--- src/rtl/dmem_pkg.sv ---
// Shared types and helpers for the data-memory arbiter: request sizes, FSM
// states, port ids, the transaction latched at acceptance, and byte-enable/legality rules.
package dmem_pkg;

  typedef enum logic [2:0] {
    SZ_B  = 3'b000,
    SZ_H  = 3'b001,
    SZ_W  = 3'b010,
    SZ_BU = 3'b100,
    SZ_HU = 3'b101
  } size_e;

  typedef enum logic {
    IDLE = 1'b0,
    RESP = 1'b1
  } arb_state_e;

  typedef enum logic {
    PORT_C = 1'b0,
    PORT_D = 1'b1
  } port_e;

  // Everything RESP needs, captured at acceptance so the live inputs may change.
  typedef struct packed {
    port_e      port;
    logic       we;
    logic [2:0] size;
    logic [1:0] addr_lo;
    logic       err;
  } txn_s;

  function automatic logic [3:0] gen_be(input logic [2:0] size, input logic [1:0] addr_lo);
    logic [3:0] be;
    case (size)
      SZ_B, SZ_BU: be = 4'b0001 << addr_lo;
      SZ_H, SZ_HU: be = 4'b0011 << {addr_lo[1], 1'b0};
      SZ_W:        be = 4'b1111;
      default:     be = 4'b0000;
    endcase
    return be;
  endfunction

  // Unsigned sizes exist only for loads; halves and words must be naturally aligned.
  function automatic logic req_legal(input logic [2:0] size, input logic [1:0] addr_lo,
                                     input logic we);
    logic ok;
    case (size)
      SZ_B:    ok = 1'b1;
      SZ_BU:   ok = !we;
      SZ_H:    ok = !addr_lo[0];
      SZ_HU:   ok = !addr_lo[0] && !we;
      SZ_W:    ok = (addr_lo == 2'b00);
      default: ok = 1'b0;
    endcase
    return ok;
  endfunction

endpackage

--- src/rtl/dmem_arbiter_if.sv ---
// One requester port of the data-memory arbiter: request handshake plus the
// single-cycle response pulse. The requester is master, the arbiter is slave.
interface dmem_arbiter_if;
  logic        req_valid;
  logic        req_ready;
  logic        req_we;
  logic [31:0] req_addr;
  logic [2:0]  req_size;
  logic [31:0] req_wdata;
  logic        rsp_valid;
  logic [31:0] rsp_rdata;
  logic        rsp_err;

  modport master (
    output req_valid, req_we, req_addr, req_size, req_wdata,
    input  req_ready, rsp_valid, rsp_rdata, rsp_err
  );

  modport slave (
    input  req_valid, req_we, req_addr, req_size, req_wdata,
    output req_ready, rsp_valid, rsp_rdata, rsp_err
  );
endinterface

--- src/rtl/dmem_lane_fmt.sv ---
// Combinational lane logic: store-side byte enables and data replication,
// load-side lane extraction with sign/zero extension.
module dmem_lane_fmt
  import dmem_pkg::*;
(
  input  logic [2:0]  st_size,
  input  logic [1:0]  st_addr_lo,
  input  logic [31:0] st_wdata,
  output logic [3:0]  st_be,
  output logic [31:0] st_wdata_rep,
  input  logic [2:0]  ld_size,
  input  logic [1:0]  ld_addr_lo,
  input  logic [31:0] ld_word,
  output logic [31:0] ld_data
);

  logic [7:0]  rd_lane [4];
  logic [7:0]  ld_byte;
  logic [15:0] ld_half;

  for (genvar gi = 0; gi < 4; gi++) begin : g_lane
    assign rd_lane[gi] = ld_word[8*gi +: 8];
  end

  always_comb begin
    st_be = gen_be(st_size, st_addr_lo);
    case (st_size)
      SZ_B, SZ_BU: st_wdata_rep = {4{st_wdata[7:0]}};
      SZ_H, SZ_HU: st_wdata_rep = {2{st_wdata[15:0]}};
      default:     st_wdata_rep = st_wdata;
    endcase
  end

  always_comb begin
    ld_byte = rd_lane[ld_addr_lo];
    ld_half = {rd_lane[{ld_addr_lo[1], 1'b1}], rd_lane[{ld_addr_lo[1], 1'b0}]};
    case (ld_size)
      SZ_B:    ld_data = {{24{ld_byte[7]}}, ld_byte};
      SZ_BU:   ld_data = {24'b0, ld_byte};
      SZ_H:    ld_data = {{16{ld_half[15]}}, ld_half};
      SZ_HU:   ld_data = {16'b0, ld_half};
      SZ_W:    ld_data = ld_word;
      default: ld_data = 32'b0;
    endcase
  end

endmodule

--- src/rtl/dmem_arbiter.sv ---
// Round-robin arbiter and access sequencer sharing one single-ported data
// memory between the core LSU (c_port) and the DMA/debug engine (d_port).
module dmem_arbiter
  import dmem_pkg::*;
#(
  parameter int DEPTH_WORDS = 1024,
  parameter int AW          = $clog2(DEPTH_WORDS)
) (
  input  logic                 clk,
  input  logic                 reset,
  dmem_arbiter_if.slave        c_port,
  dmem_arbiter_if.slave        d_port,
  output logic                 mem_en,
  output logic                 mem_we,
  output logic [3:0]           mem_be,
  output logic [AW-1:0]        mem_addr,
  output logic [31:0]          mem_wdata,
  input  logic [31:0]          mem_rdata
);

  arb_state_e state_q, state_d;
  port_e      last_grant_q, last_grant_d;
  txn_s       txn_q, txn_d;

  logic        gnt_c;
  logic        accept;
  port_e       sel_port;
  logic        sel_we;
  logic [31:0] sel_addr;
  logic [2:0]  sel_size;
  logic [31:0] sel_wdata;
  logic        sel_legal;

  logic [3:0]  st_be;
  logic [31:0] st_wdata_rep;
  logic [31:0] ld_data;
  logic        rsp_live;
  logic [31:0] rsp_data;

  // Address bits above the memory depth are deliberately dropped (wrap-around).
  logic unused_hi_addr;
  assign unused_hi_addr = ^sel_addr[31:AW+2];

  // Grant selection: C wins unless D is also asking and C had the last turn.
  always_comb begin
    gnt_c     = c_port.req_valid && (!d_port.req_valid || last_grant_q == PORT_D);
    accept    = (state_q == IDLE) && !reset && (c_port.req_valid || d_port.req_valid);
    sel_port  = gnt_c ? PORT_C : PORT_D;
    sel_we    = gnt_c ? c_port.req_we    : d_port.req_we;
    sel_addr  = gnt_c ? c_port.req_addr  : d_port.req_addr;
    sel_size  = gnt_c ? c_port.req_size  : d_port.req_size;
    sel_wdata = gnt_c ? c_port.req_wdata : d_port.req_wdata;
    sel_legal = req_legal(sel_size, sel_addr[1:0], sel_we);
  end

  dmem_lane_fmt u_lane_fmt (
    .st_size      (sel_size),
    .st_addr_lo   (sel_addr[1:0]),
    .st_wdata     (sel_wdata),
    .st_be        (st_be),
    .st_wdata_rep (st_wdata_rep),
    .ld_size      (txn_q.size),
    .ld_addr_lo   (txn_q.addr_lo),
    .ld_word      (mem_rdata),
    .ld_data      (ld_data)
  );

  // Next-state logic.
  always_comb begin
    state_d      = state_q;
    last_grant_d = last_grant_q;
    txn_d        = txn_q;
    case (state_q)
      IDLE: begin
        if (accept) begin
          state_d       = RESP;
          last_grant_d  = sel_port;
          txn_d.port    = sel_port;
          txn_d.we      = sel_we;
          txn_d.size    = sel_size;
          txn_d.addr_lo = sel_addr[1:0];
          txn_d.err     = !sel_legal;
        end
      end
      RESP:    state_d = IDLE;
      default: state_d = IDLE;
    endcase
  end

  always_ff @(posedge clk) begin
    if (reset) begin
      state_q      <= IDLE;
      last_grant_q <= PORT_D;
      txn_q        <= '0;
    end else begin
      state_q      <= state_d;
      last_grant_q <= last_grant_d;
      txn_q        <= txn_d;
    end
  end

  // Outputs; reset forces every output low, which also drops an in-flight response.
  always_comb begin
    c_port.req_ready = accept && (sel_port == PORT_C);
    d_port.req_ready = accept && (sel_port == PORT_D);

    mem_en    = accept && sel_legal;
    mem_we    = mem_en && sel_we;
    mem_be    = mem_en ? st_be : 4'b0;
    mem_addr  = mem_en ? sel_addr[AW+1:2] : '0;
    mem_wdata = mem_we ? st_wdata_rep : 32'b0;

    rsp_live  = (state_q == RESP) && !reset;
    rsp_data  = (txn_q.err || txn_q.we) ? 32'b0 : ld_data;

    c_port.rsp_valid = rsp_live && (txn_q.port == PORT_C);
    d_port.rsp_valid = rsp_live && (txn_q.port == PORT_D);
    c_port.rsp_rdata = c_port.rsp_valid ? rsp_data : 32'b0;
    d_port.rsp_rdata = d_port.rsp_valid ? rsp_data : 32'b0;
    c_port.rsp_err   = c_port.rsp_valid && txn_q.err;
    d_port.rsp_err   = d_port.rsp_valid && txn_q.err;
  end

endmodule

--- src/flat_wrapper.sv ---
// flat-port wrapper written by rule: the top's interface ports become plain ports
module dmem_arbiter_flat import dmem_pkg::*;
#(
  parameter int DEPTH_WORDS = 1024,
  parameter int AW          = $clog2(DEPTH_WORDS)
)
  (clk, reset, mem_en, mem_we, mem_be, mem_addr, mem_wdata, mem_rdata, c_port_req_valid, c_port_req_we, c_port_req_addr, c_port_req_size, c_port_req_wdata, c_port_req_ready, c_port_rsp_valid, c_port_rsp_rdata, c_port_rsp_err, d_port_req_valid, d_port_req_we, d_port_req_addr, d_port_req_size, d_port_req_wdata, d_port_req_ready, d_port_rsp_valid, d_port_rsp_rdata, d_port_rsp_err);
  dmem_arbiter_if c_port_i ();
  dmem_arbiter_if d_port_i ();
  input  logic clk;
  input  logic reset;
  output logic mem_en;
  output logic mem_we;
  output logic [3:0] mem_be;
  output logic [AW-1:0] mem_addr;
  output logic [31:0] mem_wdata;
  input  logic [31:0] mem_rdata;
  input wire logic [$bits(c_port_i.req_valid)-1:0] c_port_req_valid;
  input wire logic [$bits(c_port_i.req_we)-1:0] c_port_req_we;
  input wire logic [$bits(c_port_i.req_addr)-1:0] c_port_req_addr;
  input wire logic [$bits(c_port_i.req_size)-1:0] c_port_req_size;
  input wire logic [$bits(c_port_i.req_wdata)-1:0] c_port_req_wdata;
  output wire logic [$bits(c_port_i.req_ready)-1:0] c_port_req_ready;
  output wire logic [$bits(c_port_i.rsp_valid)-1:0] c_port_rsp_valid;
  output wire logic [$bits(c_port_i.rsp_rdata)-1:0] c_port_rsp_rdata;
  output wire logic [$bits(c_port_i.rsp_err)-1:0] c_port_rsp_err;
  input wire logic [$bits(d_port_i.req_valid)-1:0] d_port_req_valid;
  input wire logic [$bits(d_port_i.req_we)-1:0] d_port_req_we;
  input wire logic [$bits(d_port_i.req_addr)-1:0] d_port_req_addr;
  input wire logic [$bits(d_port_i.req_size)-1:0] d_port_req_size;
  input wire logic [$bits(d_port_i.req_wdata)-1:0] d_port_req_wdata;
  output wire logic [$bits(d_port_i.req_ready)-1:0] d_port_req_ready;
  output wire logic [$bits(d_port_i.rsp_valid)-1:0] d_port_rsp_valid;
  output wire logic [$bits(d_port_i.rsp_rdata)-1:0] d_port_rsp_rdata;
  output wire logic [$bits(d_port_i.rsp_err)-1:0] d_port_rsp_err;
  assign c_port_i.req_valid = c_port_req_valid;
  assign c_port_i.req_we = c_port_req_we;
  assign c_port_i.req_addr = c_port_req_addr;
  assign c_port_i.req_size = c_port_req_size;
  assign c_port_i.req_wdata = c_port_req_wdata;
  assign c_port_req_ready = c_port_i.req_ready;
  assign c_port_rsp_valid = c_port_i.rsp_valid;
  assign c_port_rsp_rdata = c_port_i.rsp_rdata;
  assign c_port_rsp_err = c_port_i.rsp_err;
  assign d_port_i.req_valid = d_port_req_valid;
  assign d_port_i.req_we = d_port_req_we;
  assign d_port_i.req_addr = d_port_req_addr;
  assign d_port_i.req_size = d_port_req_size;
  assign d_port_i.req_wdata = d_port_req_wdata;
  assign d_port_req_ready = d_port_i.req_ready;
  assign d_port_rsp_valid = d_port_i.rsp_valid;
  assign d_port_rsp_rdata = d_port_i.rsp_rdata;
  assign d_port_rsp_err = d_port_i.rsp_err;
  dmem_arbiter #(.DEPTH_WORDS(DEPTH_WORDS), .AW(AW)) u_core (.clk(clk), .reset(reset), .c_port(c_port_i), .d_port(d_port_i), .mem_en(mem_en), .mem_we(mem_we), .mem_be(mem_be), .mem_addr(mem_addr), .mem_wdata(mem_wdata), .mem_rdata(mem_rdata));
endmodule
--- config.mk ---
export PLATFORM = sky130hd
export DESIGN_NAME = dmem_arbiter_flat
export DESIGN_NICKNAME = d
export VERILOG_FILES = /design/src/rtl/dmem_pkg.sv /design/src/rtl/dmem_arbiter_if.sv /design/src/rtl/dmem_lane_fmt.sv /design/src/rtl/dmem_arbiter.sv /design/src/flat_wrapper.sv
export SDC_FILE = /design/constraint.sdc
export NUM_CORES = 1
export LEC_CHECK = 0
export BUFFER_PORTS_ARGS = -buffer_cell sky130_fd_sc_hd__buf_2
export CORE_ASPECT_RATIO = 0.7
export CORE_MARGIN = 10
export CORE_UTILIZATION = 30
export CTS_CLUSTER_DIAMETER = 50
export CTS_CLUSTER_SIZE = 10
export DETAILED_ROUTE_END_ITERATION = 10
export PLACE_DENSITY = 0.7
export SYNTH_ARGS = -nofsm -noshare
export SYNTH_HDL_FRONTEND = slang
export SYNTH_SLANG_ARGS = --single-unit
--- constraint.sdc ---
create_clock -name clk -period 1.7 [get_ports clk]
set_clock_uncertainty 0.2 [all_clocks]
set_input_delay 0.17 -clock clk [delete_from_list [all_inputs] [get_ports clk]]
set_output_delay 0.17 -clock clk [all_outputs]
set_load 0.005 [all_outputs]
# After elaboration in Yosys (flattened, before gate mapping)
# Cells that the tools add are included.
# W data, S select, Z words.
# totals
ff_bits	10
inputBits	172
output_inout_bits	118
elab_cells	78
# op_classes
bitwise	5
mux	26
reduce_logical	27
shifts	2
n_eq_ne	8
order_cmp	3
# ops
operator	count
$mux W32	5
$pmux W32 S5	1
$pmux W32 S2	1
$bmux W8 S2	3
$mux W8	6
$logic_and A1 B1 Y1	13
$eq A3 B3 Y1 const B	4
$mux W12	1
$pmux W4 S3	1
$mux W10	1
$ge A3 B3 Y1 const B	3
$not A2 Y3	3
$eq A3 B1 Y1 const B	2
$eq A3 B2 Y1 const B	2
$logic_not A3 Y1	2
$logic_not A1 Y1	5
$pmux W1 S5	1
$mux W4	1
$reduce_or A2 Y1	2
$shl A1 B2 Y4 const A	1
$shl A2 B2 Y4 const A	1
$logic_or A1 B1 Y1	3
$mux W1	3
$mux W3	1
4 further kinds	5

# Depth between registers and ports, before layout
# logic_depth
ltp_word	10
ltp_mapped	8
mapped_depth_nobuf	5

# By module
# A second synthesis with hierarchy kept.
# hier_totals
hier_cells	488
area_unflattened_um2	2996.6
# by_module_without_submodules
mod	seq_area_each_um2	cells_per_inst	area_each_um2	n_inst
dmem_arbiter	200.2	316	1814.2	1
dmem_lane_fmt	0.0	172	1182.4	1

# Least setup slack after synthesis
# Ideal clock, no wire load.
# synth_path
path_kind	register to output
startpoint	register u_core.txn_q[7] (netlist bit)
endpoint	output c_port_rsp_rdata[21]
required_ns	1.330
n_path_buf	3
setup_slack_ns	-0.249
t_arrival_ns	1.579
path_stages_with_launch	9
path_cell_list	dfxtp_1 -> or3b_1 -> buf_2 -> inv_2 -> nand3_1 -> or2_1 -> clkbuf_2 -> buf_2 -> a21oi_1
# synth_via
elab_chain_len	3
# synth_lines
item	line	text
from (decl)	dmem_arbiter.sv:23	txn_s txn_q, txn_d;
from (signal assigned)	dmem_arbiter.sv:98	txn_q <= txn_d;
$not A1 Y1	dmem_arbiter.sv:116	c_port.rsp_valid = rsp_live && (txn_q.port == PORT_C);
$logic_and A1 B1 Y1	dmem_arbiter.sv:116	
net c_port_rsp_valid	flat_wrapper.sv:24	output wire logic [$bits(c_port_i.rsp_valid)-1:0] c_port_rsp_valid;
$mux W32	dmem_arbiter.sv:118	c_port.rsp_rdata = c_port.rsp_valid ? rsp_data : 32'b0;
to (decl)	flat_wrapper.sv:25	output wire logic [$bits(c_port_i.rsp_rdata)-1:0] c_port_rsp_rdata;
# The timed path passes the listed nets, and every way through them passes these cells.

# Worst setup path after layout
# layout_path
startpoint	register u_core.last_grant_q
endpoint	output mem_wdata[15]
# layout_via
elab_chain_len	9
elab_cells_between_ends	22
classes_between	eq/ne (4); mux (7); reduce/logical (11)
# layout_lines
item	line	text
from (decl)	dmem_arbiter.sv:22	port_e last_grant_q, last_grant_d;
from (signal assigned)	dmem_arbiter.sv:97	last_grant_q <= last_grant_d;
$logic_or A1 B1 Y1 *	dmem_arbiter.sv:46	gnt_c = c_port.req_valid && (!d_port.req_valid || last_grant_q == PORT_D);
$logic_and A1 B1 Y1 *	dmem_arbiter.sv:46	
branches (longest 6 deep; another with $pmux W1 S5)	n/a	
$mux W32 *	dmem_arbiter.sv:111	mem_wdata = mem_we ? st_wdata_rep : 32'b0;
to (decl)	flat_wrapper.sv:16	output logic [31:0] mem_wdata;
# Every way passes the cells marked *.

==> implementation parameters <==
Parameter                              Value

Yosys
  Mean instance size in the synthesized netlist ... between 6 and 7 um2
  Instance count of the mapped netlist ... 463
  Async S/R FF share, synth ... 0%
  Sequential area share after synthesis ... under 10%
  Top cell type's share of synthesized area ... 18.8%
  Top FF cell, synth ... sky130_fd_sc_hd__dfxtp_1
  Most used standard cells in the synthesized netlist ... sky130_fd_sc_hd__mux2i_1, sky130_fd_sc_hd__nand2_1, sky130_fd_sc_hd__a21oi_1
  Cells taking the most area after synthesis ... sky130_fd_sc_hd__mux2i_1, sky130_fd_sc_hd__a21oi_1, sky130_fd_sc_hd__nand2_1
  Net Count, Synth ... about 640
  Number of enable-type register cells in the synthesized netlist ... 0
  Synth Cell Area ... about 3100 um2
  Count of synthesis-stage warnings from yosys ... 0
  Count of different cell masters after synthesis ... 53
  Number of flip-flops and latches in the synthesized netlist ... 10
  Cell taking the most area after synthesis ... sky130_fd_sc_hd__mux2i_1
  Count leader, synth ... sky130_fd_sc_hd__mux2i_1

CTS
  Clock network latency to the later pin of the worst-skew pair ... 0.24 ns
  Maximum level of the CTS H-tree ... 1
  CTS Root Cell ... sky130_fd_sc_hd__clkbuf_16
  Clock Sink Count ... 10
  Maximum buffer depth of the clock tree ... 2
  Hold Buf Count CTS ... 0
  Clock transition at the register clock pins on the worst setup and hold paths after CTS ... 0.04 ns
  TritonCTS clock tree ... yes
  Total clock buffers created by CTS ... 3

Pwr
  Portion of total power attributed to sequential cells ... under 10%
  Combinational power share ... between 70 and 80%
  Static leakage ... 3.23 nW
  Worst IR Drop VDD ... roughly 0.00033 V
  Sw frac ... 43.3%
  Internal power contribution ... 1.72 mW
  Ratio of total power to cell area ... between 400 and 500 nW/um2
  Net switching power ... 1.32 mW
  Share of total power in the clock network ... ~16%

Global routing
  Maximum number of pins on one net before global-route repair ... 25
  Final global-route overflow total ... 0
  First-pass GRT wire length ... 30,700 um
  Initial antenna violation count ... 5
  Number of global-route vias before repair ... around 5.6k
  Global routing usage summed across all routing layers ... about a quarter

Routing
  Vias ... 5,420
  Highest metal layer with signal wires ... met5
  Total met2 wirelength after detailed routing ... a little under 10,000 um
  Length of the first detailed-routing pass in iterations ... 5
  Detailed router's first-iteration violation count ... 324
  Wirelength per Cell ... approximately 23 um
  DR DRC count ... 0
  Routed length on met1 ... 8200 um
  Via density per instance ... approximately 5.8
  Sum of routed wire length over all layers ... between 20,000 and 25,000 um
  Antenna Nets Post-Route ... 0
  WL met3 ... between 2000 and 2500 um

Floorplanning
  Total I/O pin count ... 290
  Horizontal extent of the die ... ~140 um
  Core Footprint ... between 9000 and 10,000 um2
  Die Ht ... ~100 um
  Die Area ... roughly 15,000 um2
  Row count ... 30
  Initial Util ... 31.3%

Layout
  Number of fill cells ... about 670
  Area taken by multi-input logic gates ... 3670 um2
  Fraction of final layout cells with drive strength greater than 1 ... between 70% and 80%
  Total number of nets in the final design ... ~970
  Final standard cell utilization of the core ... between 70% and 80%
  Layout overhead on the synthesized area ... 126%
  Post-route cell area ... between 6000 and 7000 um2
  Layout Cells excl Fill ... between 900 and 1k
  Sequential cell area ... about 210 um2

Timing
  Final worst path period need ... ~2.3 ns
  RSZ-0062 raised after global routing ... true
  Final-layout setup total negative slack ... -55.06 ns
  Worst slew margin ... between 70% and 80%
  Period utilization ... 134%
  Count of final setup violators ... ~120
  Final-report max-slew violation count ... 0
  Measured slew at the worst slew-check pin ... about 0.45 ns
  Hold Violations, Final ... 0
  Highest Clock Rate ... 438 MHz
  Post-route worst setup slack ... -0.581 ns

Setup path
  Register-to-register path setup slack ... -0.16 ns
  Category of the worst setup path launch point ... register
  Data arrival time of the worst path ... ~1.9 ns
  Data required, critical path ... 1.33 ns
  Beginning of the worst register-to-register path ... u_core.last_grant_q$_SDFFE_PP1P_
  CP Launch Point ... u_core.last_grant_q$_SDFFE_PP1P_
  Critical path endpoint category ... primary output
  Critical Path Fanout Max ... 5
  Crit Path Class ... reg -> out
  Cells on worst reg2reg path ... 10
  Worst setup path end ... mem_wdata[15]
  Reg-to-Reg End ... u_core.txn_q[7]$_SDFFE_PP0P_

Flow run
  Number of max-capacitance violations reported ... 0

Worst hold path
  Min-delay worst type ... in -> reg

Placement
  Count of buffers from port buffering ... ~250
  Minimum setup slack after placement ... -0.406 ns
  Routability congestion estimate from global placement ... 0.952
  Placement-stage cell area ... around 5600 um2
  Cell Count Post-Placement ... a little under 900
  Dpl hpwl ... 15,700 um

Outcome
  Run status ... finished with violations
  Failing checks ... setup timing
flip-flops by register name, summed over array words and instances (netlist names):
| signal | count |
|---|---|
| u_core.last_grant_q | 1 |
| u_core.state_q | 1 |
| u_core.txn_q | 8 |
layout by cell type (no fill, tap or decap), drive strengths merged, types with 17 or more instances in the layout:
| cell | count |
|---|---|
| o21ai | 33 |
| nand2 | 55 |
| nor2 | 48 |
| a21oi | 52 |
| a2111oi | 18 |
| nor3 | 25 |
| buf | 378 |
| nor2b | 20 |
| mux2i | 58 |
| a211oi | 17 |
critical path, stage by stage (launching register included):
cell and delay, ns:
sky130_fd_sc_hd__dfxtp_2 0.33, sky130_fd_sc_hd__buf_6 0.12, sky130_fd_sc_hd__nor2b_4 0.24, sky130_fd_sc_hd__nor2_4 0.09
sky130_fd_sc_hd__buf_6 0.15, sky130_fd_sc_hd__buf_12 0.13, sky130_fd_sc_hd__buf_6 0.11, sky130_fd_sc_hd__a2111oi_4 0.31
sky130_fd_sc_hd__buf_2 0.19
layer usage:
| metal | track usage [%] | vias up |
|---|---|---|
| met4 | 8.09 | 2 |
| li1 | - | 2399 |
| met3 | 8.10 | 67 |
| met1 | 29.2 | 2597 |
| met5 | 0 | - |
| met2 | 41.9 | 355 |
metrics by stage:
| step | total power, mW | hold slack, ns |
|---|---|---|
| CTS | 2.80 | 0.0686 |
| finish | 3.04 | 0.0970 |
| global placement | 1.89 | 0.244 |
| floorplan | 1.27 | 0.154 |
| detailed placement | 1.94 | 0.267 |
| global route | 3.18 | 0.111 |
power groups by stage:
stage          clock network [mW]  registers [mW]  logic, mW
2_1_floorplan                   0           0.277      0.991
3_3_place_gp                    0           0.284       1.61
3_5_place_dp                    0           0.285       1.66
6_report                    0.471           0.284       2.28
4_1_cts                     0.472           0.283       2.05
5_1_grt                     0.491           0.286       2.40
worst min-delay path by stage:
stage                                       startpoint                           end  depth (start not counted)
final                                            reset  u_core.txn_q[6]$_SDFFE_PP0P_                          3
after global routing                             reset  u_core.txn_q[6]$_SDFFE_PP0P_                          3
after CTS                                        reset  u_core.txn_q[6]$_SDFFE_PP0P_                          3
after detailed placement  u_core.txn_q[6]$_SDFFE_PP0P_  u_core.txn_q[6]$_SDFFE_PP0P_                          2
after global placement    u_core.txn_q[6]$_SDFFE_PP0P_  u_core.txn_q[6]$_SDFFE_PP0P_                          2
after floorplan                     c_port_req_addr[0]  u_core.txn_q[1]$_SDFFE_PP0P_                          2
cells by family after synthesis:
kind of cell,after synthesis,synth area share [%]
compound gates,152,35.2
buf+inv,62,9.45
flops,10,6.49
mux,68,22.8
simple gates,171,26.1
what timing repair did:
item | 4_1_cts | 5_1_grt
setup endpoints to repair | 120 | 118
cloned | 7 | 5
setup buffers | 13 | 7
gates resized for setup | 135 | 60
pin swaps | 20 | 34
layout make-up:
type,instances,area share [%]
multi-input cells,391,52.6
repair buffers,384,40.1
flip-flops and latches,10,2.98
well taps,128,2.30
clock buffers,4,1.27
inverters,10,0.610
diodes,4,0.144
(Power assumes the default switching activity.)
